===== src/rtl/minsel_sched_if.sv =====
// Request/result bundle for the bit-serial minimum-key arbiter.
// master drives start/req/key; slave (the arbiter) returns status and the winner.
interface minsel_sched_if #(
   parameter int N  = 9,
   parameter int KW = 4
);
   logic            start;
   logic [N-1:0]    req;
   logic [N*KW-1:0] key;
   logic            busy;
   logic            done;
   logic            none;
   logic [N-1:0]    grant;
   logic [3:0]      grant_idx;
   logic [KW-1:0]   min_key;

   modport master (
      output start, req, key,
      input  busy, done, none, grant, grant_idx, min_key
   );

   modport slave (
      input  start, req, key,
      output busy, done, none, grant, grant_idx, min_key
   );
endinterface


===== src/rtl/minsel_sched.sv =====
// Bit-serial MSB-first minimum-key arbiter with round-robin tie break; result valid KW+2 cycles after start.
// No backpressure: start is only sampled in IDLE, starts seen while busy are dropped, result is held until the next start.
module minsel_sched #(
   parameter int N  = 9,
   parameter int KW = 4
) (
   input  logic          clk,
   input  logic          rst,
   minsel_sched_if.slave bus
);
   typedef enum logic [1:0] {IDLE, SCAN, TIE, DONE} state_t;

   state_t          state, state_nxt;
   logic [N-1:0]    surv;
   logic [N*KW-1:0] kreg;
   logic [2:0]      b;
   logic [3:0]      rr_ptr;
   logic [N-1:0]    grant;
   logic [3:0]      grant_idx;
   logic [KW-1:0]   min_key;
   logic            none;

   logic [N-1:0]    col;
   logic [N-1:0]    elim;
   logic            z;
   logic [3:0]      w;
   logic            w_vld;
   int              idx;

   // Current key bit column and the survivors that have a 0 there.
   always_comb begin
      col = '0;
      for (int i = 0; i < N; i++) begin
         col[i] = kreg[i*KW + int'(b)];
      end
      elim = surv & ~col;
      z    = |elim;
   end

   // Round-robin pick among the remaining survivors, starting at rr_ptr.
   always_comb begin
      w     = '0;
      w_vld = 1'b0;
      idx   = 0;
      for (int k = 0; k < N; k++) begin
         idx = int'(rr_ptr) + k;
         if (idx >= N) idx = idx - N;
         if (!w_vld && surv[idx]) begin
            w_vld = 1'b1;
            w     = 4'(idx);
         end
      end
   end

   always_ff @(posedge clk) begin
      if (rst) state <= IDLE;
      else     state <= state_nxt;
   end

   always_comb begin
      state_nxt = state;
      bus.busy  = 1'b0;
      bus.done  = 1'b0;
      case (state)
         IDLE: if (bus.start) state_nxt = SCAN;
         SCAN: begin
            bus.busy = 1'b1;
            if (b == 3'd0) state_nxt = TIE;
         end
         TIE: begin
            bus.busy  = 1'b1;
            state_nxt = DONE;
         end
         DONE: begin
            bus.busy  = 1'b1;
            bus.done  = 1'b1;
            state_nxt = IDLE;
         end
         default: state_nxt = IDLE;
      endcase
   end

   always_ff @(posedge clk) begin
      if (rst) begin
         surv      <= '0;
         kreg      <= '0;
         b         <= '0;
         rr_ptr    <= '0;
         grant     <= '0;
         grant_idx <= '0;
         min_key   <= '0;
         none      <= 1'b0;
      end else begin
         case (state)
            IDLE: begin
               if (bus.start) begin
                  surv      <= bus.req;
                  kreg      <= bus.key;
                  b         <= 3'(KW-1);
                  grant     <= '0;
                  grant_idx <= '0;
                  min_key   <= '0;
                  none      <= 1'b0;
               end
            end
            SCAN: begin
               if (z) surv <= elim;
               if (b != 3'd0) b <= b - 3'd1;
            end
            TIE: begin
               if (w_vld) begin
                  grant     <= N'(1) << w;
                  grant_idx <= w;
                  min_key   <= kreg[int'(w)*KW +: KW];
                  rr_ptr    <= (int'(w) == N-1) ? 4'd0 : w + 4'd1;
               end else begin
                  grant     <= '0;
                  grant_idx <= '0;
                  min_key   <= '0;
                  none      <= 1'b1;
               end
            end
            default: ;
         endcase
      end
   end

   assign bus.grant     = grant;
   assign bus.grant_idx = grant_idx;
   assign bus.min_key   = min_key;
   assign bus.none      = none;
endmodule

===== src/flat_wrapper.sv =====
// flat-port wrapper written by rule: the top's interface ports become plain ports
module minsel_sched_flat 
#(
   parameter int N  = 9,
   parameter int KW = 4
)
  (clk, rst, bus_start, bus_req, bus_key, bus_busy, bus_done, bus_none, bus_grant, bus_grant_idx, bus_min_key);
  minsel_sched_if #(.N(N), .KW(KW)) bus_i ();
  input  logic clk;
  input  logic rst;
  input wire logic [$bits(bus_i.start)-1:0] bus_start;
  input wire logic [$bits(bus_i.req)-1:0] bus_req;
  input wire logic [$bits(bus_i.key)-1:0] bus_key;
  output wire logic [$bits(bus_i.busy)-1:0] bus_busy;
  output wire logic [$bits(bus_i.done)-1:0] bus_done;
  output wire logic [$bits(bus_i.none)-1:0] bus_none;
  output wire logic [$bits(bus_i.grant)-1:0] bus_grant;
  output wire logic [$bits(bus_i.grant_idx)-1:0] bus_grant_idx;
  output wire logic [$bits(bus_i.min_key)-1:0] bus_min_key;
  assign bus_i.start = bus_start;
  assign bus_i.req = bus_req;
  assign bus_i.key = bus_key;
  assign bus_busy = bus_i.busy;
  assign bus_done = bus_i.done;
  assign bus_none = bus_i.none;
  assign bus_grant = bus_i.grant;
  assign bus_grant_idx = bus_i.grant_idx;
  assign bus_min_key = bus_i.min_key;
  minsel_sched #(.N(N), .KW(KW)) u_core (.clk(clk), .rst(rst), .bus(bus_i));
endmodule

===== config.mk =====
export PLATFORM = sky130hd
export DESIGN_NAME = minsel_sched_flat
export DESIGN_NICKNAME = d
export VERILOG_FILES = /design/src/rtl/minsel_sched_if.sv /design/src/rtl/minsel_sched.sv /design/src/flat_wrapper.sv
export SDC_FILE = /design/constraint.sdc
export NUM_CORES = 1
export LEC_CHECK = 0
export BUFFER_PORTS_ARGS = -buffer_cell sky130_fd_sc_hd__buf_2
export CORE_ASPECT_RATIO = 0.7
export CORE_UTILIZATION = 55
export DETAILED_ROUTE_END_ITERATION = 10
export PLACE_DENSITY = 0.83
export SYNTH_ARGS = -nofsm -noshare
export SYNTH_HDL_FRONTEND = slang
export SYNTH_SLANG_ARGS = --single-unit

===== constraint.sdc =====
create_clock -name clk -period 6.24 [get_ports clk]
set_input_delay 0.624 -clock clk [delete_from_list [all_inputs] [get_ports clk]]
set_output_delay 0.624 -clock clk [all_outputs]
set_load 0.05 [all_outputs]

==> flow_summary_export.csv <==
group,metric,value,unit
drt,firstDrtPassIters,8,
final_layout,antenna_cells,0,
placed_design,placed_area,7850,um2
sta,hold_viol_final,0,
final_layout,final_cell_mix,"nand2_1, a21oi_1, dfxtp_1",
drt,viasPerCell,6.84,
sta,finalSetupViolations,0,
sta,relSlewSlack,0.428,
sta,period_minus_slack,5.70,ns
sta,rsz0062_at_grt,"no",
sta,drv_slew,0,
drt,avgRoutedWirePerCell,21.0,um
synthesis,yosys_warnings,0,
placed_design,dpl.cell_count,1164,
cts,cts_num_sinks,72,
drt,routed_wl,24.8,mm
synthesis,synth_top_area_share,0.194,
synthesis,async_flop_share,0,
grt,grt_max_degree,72,
final_layout,layout_commonest_cell,"nand2_1",
setup_path,arrival,5.96,ns
setup_path,start_kind,"register",
drt,dr_total_vias,8072,
synthesis,synth_enable_flop_cells,0,
cts,htree_levels,3,
sta,setup_tns,0,ns
final_layout,area_delta_synth_final,10.3,%
synthesis,synth_xor_area_frac,0.0187,
final_layout,final_cells,1180,
synthesis,synth_area_leaders,"dfxtp_1, nand2_1, mux2i_1",
die,initial_utilization,0.564,
cts,cts_tree,"yes",
cts,cts_resized,0,
grt,grt_use_total,0.353,
placed_design,portBuffers,67,
setup_path,crit_required,6.50,ns
synthesis,ys_seq_area_frac,0.194,
drt,drcViolationCount,0,
setup_path,cp-end-kind,"register",
sta,post-route-period-util,0.914,
synthesis,synth_nets,1058,
hold_path,hold_class,"reg -> reg",
drt,drtIter0Drc,1193,
die,rows,35,
die,die-height,99.2,um
sta,holdWs,0.460,ns
synthesis,synth_top_family_by_area,"compound AO/OA/AOI/OAI gates",
synthesis,synth_top_area_cell,"dfxtp_1",
flow_run,maxCapViolations,0,
placed_design,place_hpwl,18.1,mm
synthesis,ys.flop_type,"dfxtp_1",
die,core_area,13100,um2
sta,worst_pin_slew,0.851,ns
cts,cts_hold_buf,0,
drt,wl_met3,3.62,mm
die,die_x,141,um
cts,numCtsBuffers,9,
final_layout,stdcell_area,8180,um2
drt,wl_met1,10.9,mm
placed_design,routabilityCongestion,0.968,
die,io_pins,68,
grt,antenna_found_initial,0,
grt,overflow,0,
cts,insertion_delay,0.33,ns
run_status,status,"finished, final reports clean",
synthesis,syn_inst,976,
synthesis,synth_compound_area_frac,0.280,
cts,post_cts_buffers,0,
grt,grt_pass1_vias,7057,
synthesis,syn_area,7420,um2
synthesis,synthMuxAreaShare,0.125,
grt,grt_first_pass_wirelength,38.6,mm
synthesis,synthAdderAreaFrac,0.0584,
setup_path,path_class,"reg -> reg",
synthesis,synth_cell_types,98,
synthesis,synth-simple-area-share,0.262,
sta,fmax,175,MHz
final_layout,drive_gt1_frac,0.169,
die,die-area,14000,um2
sta,fin_skew,0.00869,ns
cts,cts_buffer_depth,2,
synthesis,synth-seq-cells,72,
cts,root_buffer,"clkbuf_16",
setup_path,worstPathMaxFanout,14,
drt,dr.max_layer_used,"met5",
final_layout,fin_nets,1091,
synthesis,avgSynthCellArea,7.60,um2
drt,dr_wl_met2,9.76,mm
drt,drtAntennaViolNets,0,
cts,clk_pin_slew,0.07,ns
path summary, 6_finish.rpt:
kind / start / end / slack (ns) / cells past startpoint
setup / recovery: u_core.rr_ptr[0] / u_core.rr_ptr[2] / 0.54 / 18
hold / removal: u_core.bus.grant[8] / u_core.bus.grant[8] / 0.46 / 2
setup reg to reg: u_core.rr_ptr[0] / u_core.rr_ptr[2] / 0.54 / 18
hold reg to reg: u_core.bus.grant[8] / u_core.bus.grant[8] / 0.46 / 2
metrics by stage:
step                      worst slack [ns]   util
after global placement                1.05  0.597
after CTS                            0.736  0.622
after floorplan                       1.05      -
final                                0.536  0.622
after global routing                 0.206  0.622
after detailed placement             0.824  0.597
critical path, cell delays in order, from the launching register on:
cell and delay (ns):
dfxtp_2 0.49, inv_2 0.22, ha_1 0.44, xnor2_1 0.75, mux2i_1 0.31, mux2i_1 0.11, o32a_1 0.33, a221oi_2 0.38
inv_1 0.14, nor3_2 0.45, nor3b_1 0.24, o22ai_1 0.12, a21oi_1 0.46, inv_1 0.23, nor2_1 0.22, ha_1 0.15
inv_1 0.03, or3_1 0.36, a21oi_1 0.17
sequential cells by signal (all words and copies together) (netlist names):
register              count
u_core.b                  3
u_core.bus.grant          9
u_core.bus.grant_idx      4
u_core.bus.min_key        4
u_core.bus.none           1
u_core.kreg              36
u_core.rr_ptr             4
u_core.state              2
u_core.surv               9
cells by family after synthesis:
group / count (synthesis)
AO/OA/AOI/OAI: 294
multiplexers: 72
buffers and inverters: 105
XOR/XNOR: 15
flip-flops: 72
AND/OR/NAND/NOR: 384
adder cells (fa/ha/maj): 34
area by class of cell:
class / instances / area, um2
clock buffers: 10 / 239
clock inverters: 6 / 91.3
fillers: 1181 / 4960
inverters: 31 / 121
multi-input cells: 799 / 5520
flip-flops and latches: 72 / 1440
well taps: 166 / 208
repair buffers: 96 / 553
synthesized netlist by cell type, types with 17 or more instances:
library cell,n
buf_2,17
and3_1,19
dfxtp_1,72
o211ai_1,17
o21ai_0,38
clkbuf_1,40
mux2i_1,45
ha_1,33
a21oi_1,80
nand2_1,150
nor3_1,26
nor2_1,63
nor2b_1,18
nand3_1,26
inv_1,24
metal layers:
metal  vias to the layer above  GRT usage
met1                      3698      0.527
met5                         -     0.0316
li1                       3693          -
met4                         2     0.0819
met3                        80      0.104
met2                       599      0.489
Power is not shown: default switching activity piles up to over one toggle a cycle in this logic, so the estimate is an artifact.
